<file path="config.mk">
export PLATFORM = sky130hd
export DESIGN_NAME = cm3_adc_seq
export DESIGN_NICKNAME = d
export VERILOG_FILES = /design/src/rtl/cm3_adc_seq.sv
export SDC_FILE = /design/constraint.sdc
export NUM_CORES = 1
export LEC_CHECK = 0
export CAP_MARGIN = 30
export CORE_ASPECT_RATIO = 1.1
export CORE_MARGIN = 1.5
export CORE_UTILIZATION = 59
export DETAILED_ROUTE_END_ITERATION = 10
export HOLD_SLACK_MARGIN = 0.12
export PLACE_DENSITY = 0.83
export REMOVE_ABC_BUFFERS = 1
export SKIP_LAST_GASP = 1
export SLEW_MARGIN = 20
export SYNTH_ARGS = -nofsm -noshare
export SYNTH_HDL_FRONTEND = slang
export SYNTH_SLANG_ARGS = --single-unit
</file>
<file path="constraint.sdc">
create_clock -name hclk -period 8.8 [get_ports hclk]
set_input_delay 1.76 -clock hclk [delete_from_list [all_inputs] [get_ports hclk]]
set_output_delay 1.76 -clock hclk [all_outputs]
set_load 0.01 [all_outputs]
</file>
<file path="src/rtl/cm3_adc_seq.sv">
// Paces XADC conversions with a programmable divider and reads one or two results over DRP.
// Packs the result into dout and pulses dout_vld one cycle after the final DRP ready.
module cm3_adc_seq #(
  parameter logic [6:0]  CH0_ADDR = 7'h03,
  parameter logic [6:0]  CH1_ADDR = 7'h1C,
  parameter int unsigned TIMEOUT  = 1024,
  parameter logic [15:0] MIN_DIV  = 16'd2
) (
  input  logic        hclk,
  input  logic        rst_n,
  input  logic        enable,
  input  logic        double,
  input  logic [15:0] div,
  output logic [23:0] dout,
  output logic        dout_vld,
  output logic        overrun,
  output logic        timeout,
  output logic        convst,
  input  logic        eoc,
  output logic        drp_den,
  output logic        drp_dwe,
  output logic [6:0]  drp_daddr,
  input  logic [15:0] drp_do,
  input  logic        drp_drdy
);

  localparam int TW = $clog2(TIMEOUT) + 1;
  localparam logic [TW-1:0] TMAX = TW'(TIMEOUT - 1);

  typedef enum logic [2:0] {
    IDLE, START, WAIT_EOC, RD0, WAIT0, RD1, WAIT1, DONE
  } state_t;

  state_t        state_q, state_d;
  logic [15:0]   cnt_q, cnt_d;
  logic [15:0]   per_q, per_d;
  logic [TW-1:0] timer_q, timer_d;
  logic [11:0]   ch0_q, ch0_d;
  logic [23:0]   dout_q, dout_d;
  logic [6:0]    daddr_q, daddr_d;
  logic          dbl_q, dbl_d;
  logic          abort_q, abort_d;

  logic [15:0]   div_eff;
  logic [15:0]   per_cur;
  logic          tick;
  logic          abort_now;
  logic          in_wait_q, in_wait_d;

  // The period is latched at each wrap so a div change only lands on the next period.
  always_comb begin
    div_eff = (div < MIN_DIV) ? MIN_DIV : div;
    per_cur = (cnt_q == 16'd0) ? div_eff : per_q;
    tick    = enable && (cnt_q == (per_cur - 16'd1));
    cnt_d   = '0;
    per_d   = '0;
    if (enable) begin
      cnt_d = tick ? 16'd0 : (cnt_q + 16'd1);
      per_d = per_cur;
    end
  end

  always_comb begin
    state_d   = state_q;
    ch0_d     = ch0_q;
    dout_d    = dout_q;
    daddr_d   = daddr_q;
    dbl_d     = dbl_q;
    abort_d   = abort_q;
    abort_now = abort_q || !enable;
    convst    = 1'b0;
    drp_den   = 1'b0;
    dout_vld  = 1'b0;
    timeout   = 1'b0;
    overrun   = tick && (state_q != IDLE);

    unique case (state_q)
      IDLE: begin
        if (tick) state_d = START;
      end
      START: begin
        convst  = 1'b1;
        dbl_d   = double;
        state_d = enable ? WAIT_EOC : IDLE;
      end
      WAIT_EOC: begin
        if (!enable) begin
          state_d = IDLE;
        end else if (eoc) begin
          state_d = RD0;
          daddr_d = CH0_ADDR;
        end else if (timer_q == TMAX) begin
          timeout = 1'b1;
          state_d = IDLE;
        end
      end
      RD0: begin
        drp_den = 1'b1;
        abort_d = !enable;
        state_d = WAIT0;
      end
      WAIT0: begin
        abort_d = abort_now;
        // A read already issued must complete even after enable drops.
        if (drp_drdy) begin
          ch0_d = drp_do[15:4];
          if (abort_now) begin
            state_d = IDLE;
          end else if (dbl_q) begin
            state_d = RD1;
            daddr_d = CH1_ADDR;
          end else begin
            state_d = DONE;
            dout_d  = {12'h000, drp_do[15:4]};
          end
        end else if (timer_q == TMAX) begin
          timeout = 1'b1;
          state_d = IDLE;
        end
      end
      RD1: begin
        drp_den = 1'b1;
        abort_d = abort_now;
        state_d = WAIT1;
      end
      WAIT1: begin
        abort_d = abort_now;
        if (drp_drdy) begin
          if (abort_now) begin
            state_d = IDLE;
          end else begin
            state_d = DONE;
            dout_d  = {drp_do[15:4], ch0_q};
          end
        end else if (timer_q == TMAX) begin
          timeout = 1'b1;
          state_d = IDLE;
        end
      end
      DONE: begin
        dout_vld = 1'b1;
        state_d  = IDLE;
      end
      default: state_d = IDLE;
    endcase
  end

  always_comb begin
    in_wait_q = (state_q == WAIT_EOC) || (state_q == WAIT0) || (state_q == WAIT1);
    in_wait_d = (state_d == WAIT_EOC) || (state_d == WAIT0) || (state_d == WAIT1);
    timer_d   = timer_q;
    if (in_wait_d && (state_d != state_q)) begin
      timer_d = '0;
    end else if (in_wait_q) begin
      timer_d = timer_q + TW'(1);
    end
  end

  always_ff @(posedge hclk) begin
    if (!rst_n) begin
      state_q <= IDLE;
      cnt_q   <= '0;
      per_q   <= '0;
      timer_q <= '0;
      ch0_q   <= '0;
      dout_q  <= '0;
      daddr_q <= '0;
      dbl_q   <= 1'b0;
      abort_q <= 1'b0;
    end else begin
      state_q <= state_d;
      cnt_q   <= cnt_d;
      per_q   <= per_d;
      timer_q <= timer_d;
      ch0_q   <= ch0_d;
      dout_q  <= dout_d;
      daddr_q <= daddr_d;
      dbl_q   <= dbl_d;
      abort_q <= abort_d;
    end
  end

  assign dout      = dout_q;
  assign drp_daddr = daddr_q;
  assign drp_dwe   = 1'b0;

endmodule
</file>
==> metrics <==
initial drt markers=296; sequential share of power=51.2%; CTS max path bufs=2; Post-DRT Antenna Nets=0; Starting Density=61.6%; CP Max Fanout=7; Distinct cells, synth=67; Reg2Reg Depth=15; cts bufs inserted=9; Clock power frac=34.9%; FMAX=0.119 GHz; FP Rows=34; grt total ovfl=0; area share of the largest cell type after synthesis=34.7%; Worst-Skew Late Latency=0.36 ns; number of H-tree levels=3; worst reg2reg setup slack=3.74 ns; sw frac=28.4%; Setup Viol. Count Final=0; core area=0.00804 mm2; Worst Path Class, Setup=primary input to output port; Synth area leaders=dfxtp_1, nand2_1, xor2_1; register bit total from synthesis=86; Critical Path End Type=output port; drt via density=6.04; Final min period=8.40 ns; Post-synth EDFFs=0; max-slew violation count=0; worst path required time=7.04 ns; max incr delay on CP=0.57 ns; Synth Flop Type=dfxtp_1; Max Cap Viol=0; worst-path cell chain=clkdlybuf4s50_1, nor4_2, nand4_1, o311a_1, a21oi_1, ha_1, or4b_1, or2_2, or4_1, nand2_1, a31oi_1, nor4bb_1, nand4_1, nor2_1, clkdlybuf4s50_1; WP data arrival=6.64 ns; vias=4619; ys async rst share=0%; Setup crit end=overrun; Routed WL=12.2 mm; PwrDens=135 mW/mm2; Seq/Total Area, Yosys=34.7%; setup ws final=0.397 ns; Area Overhead vs Synth=16.3%; Worst IR Drop VDD=0.106 mV; average cell area after synthesis=8.12 um2; die area=0.00896 mm2; sw power=221 uW; slew margin rel.=35.0%; post-route DRC violation count=0; ant diodes=0; Logic pwr share=13.8%; die height=99.1 um; setup TNS=0 ns; I/O pin cnt=75; Hold WC Path Type=flip-flop to flip-flop; slowest cell on the critical path=or4b_1; Mapped Area=0.00496 mm2; global-route wire length before repair=20.4 mm; CTS tree=yes; Internal Power=556 uW; vias in the first global route=4275; RSZ-0062 raised after global routing=no; most frequent cells after synthesis=dfxtp_1, nand2_1, nor2_1; DP HPWL=8.69 mm; fin crit share=95.5%; layout cells sized above 1=6.24%; Root Buffer=clkbuf_8; Place WS=0.505 ns; Gate Count Post-Synth=610; YS warnings=0; gr usage total=27.8%; largest net degree at the start of global routing=46; skew final=0.0158 ns; initial antenna violation count=0; Die Width=90.4 um; Crit. Startpoint=div[6]; dpl cells=749; port bufs=67; CTS Hold Bufs=0; PostCTS Resize Cnt=0; status=completed; CTS Sinks=86; Post-Layout Cell Count=765; static leakage=0.00221 uW; DR WL/cell=15.9 um; RR Startpoint=cnt_q[0]; Worst-path clk slew=0.09 ns; drt pass-1 iters=5; Yosys top cell by area=dfxtp_1; Hold Violations, Final=0; Post-CTS Setup Bufs=0; Reg-to-Reg End=cnt_q[6]; nets@finish=694; startpoint types=primary input; slew of the pin with the lowest slew margin=0.973 ns; gpl congestion=0.939
-- logic make-up (layout without fill, tap and decap cells) --
logic type | Yosys count | in the layout | synth area share (%)
flops | 86 | 86 | 34.7
other cells | 1 | 3 | 0.0757
buf+inv | 53 | 98 | 5.78
simple gates | 302 | 302 | 32.3
fa+ha+maj | 4 | 4 | 1.01
xor+xnor | 45 | 45 | 7.95
mux | 10 | 10 | 2.35
compound gates | 109 | 109 | 15.8
-- stage by stage --
step | total power [uW] | hold slack, ns | area (um2) | util, %
global route | 809 | 0.496 | 5760 | 71.7
floorplan | 470 | 0.444 | 4700 | -
finish | 777 | 0.468 | 5760 | 71.7
CTS | 778 | 0.470 | 5760 | 71.7
detailed placement | 512 | 0.458 | 5580 | 69.4
global placement | 510 | 0.450 | 5560 | 69.2
-- metal layers --
layer,wire length [um],GRT usage (%),vias up
li1,-,-,2254
met1,5340,36.3,2174
met2,5970,46.1,163
met3,645,4.28,28
met4,216,11.5,0
met5,0,0,-
-- critical path: cells and delay by family --
family          cells  cell delay, ns
compound gates      3            0.69
fa+ha+maj           1            0.31
buf+inv             2            1.07
simple gates        9            2.79
-- placed cells by master, fill, tap and decap left out, types with 4 or more instances in the layout --
master           Yosys  routed
nand2b_1             4       4
mux2i_1              6       6
a31oi_1              6       6
clkbuf_8             0      10
or4_1                8       8
clkdlybuf4s50_1      0      67
nand2_1             86      86
nor2b_1             24      24
xnor2_1             18      18
nor4_1               6       6
a21o_1               4       4
and2_1               4       4
ha_1                 4       4
o211a_1             13      13
a22oi_1             12      12
nor3_1              28      28
a21boi_0            17      17
inv_1                7       7
o21ai_0             16      16
and3_1               9       9
a21oi_1             18      18
nand4_1             12      12
or3_1                7       7
dfxtp_1             86      86
buf_4                7       7
xor2_1              27      27
nor2_1              43      43
nand3_1             42      42
-- flip-flops by register name, summed over array words and instances, names as in the netlist --
signal / flops
dbl_q: 1
per_q: 16
dout: 24
abort_q: 1
state_q: 3
ch0_q: 12
timer_q: 11
drp_daddr: 2
cnt_q: 16
-- cell type report --
type | count | area (um2)
Clock buffer | 10 | 138
Clock inverter | 6 | 50.0
Fill cell | 627 | 2280
Inverter | 7 | 26.3
Multi-Input combinational cell | 473 | 2960
Sequential cell | 86 | 1720
Tap cell | 108 | 135
Timing Repair Buffer | 75 | 738
-- power by group through the flow --
stage          Clock, uW  Sequential (uW)  Combinational (uW)
5_1_grt              292              399                 118
4_1_cts              274              398                 106
3_3_place_gp           0              407                 103
3_5_place_dp           0              407                 105
6_report             271              398                 108
2_1_floorplan          0              405                64.4
-- worst min path at each step --
| stage | startpoint | to | cells after the start |
|---|---|---|---|
| after floorplan | ch0_q[0] | ch0_q[0] | 2 |
| after global placement | ch0_q[10] | ch0_q[10] | 2 |
| after detailed placement | ch0_q[0] | ch0_q[0] | 2 |
| after CTS | ch0_q[0] | ch0_q[0] | 2 |
| after global routing | ch0_q[10] | ch0_q[10] | 2 |
| final | ch0_q[0] | ch0_q[0] | 2 |
(Power assumes the default switching activity.)
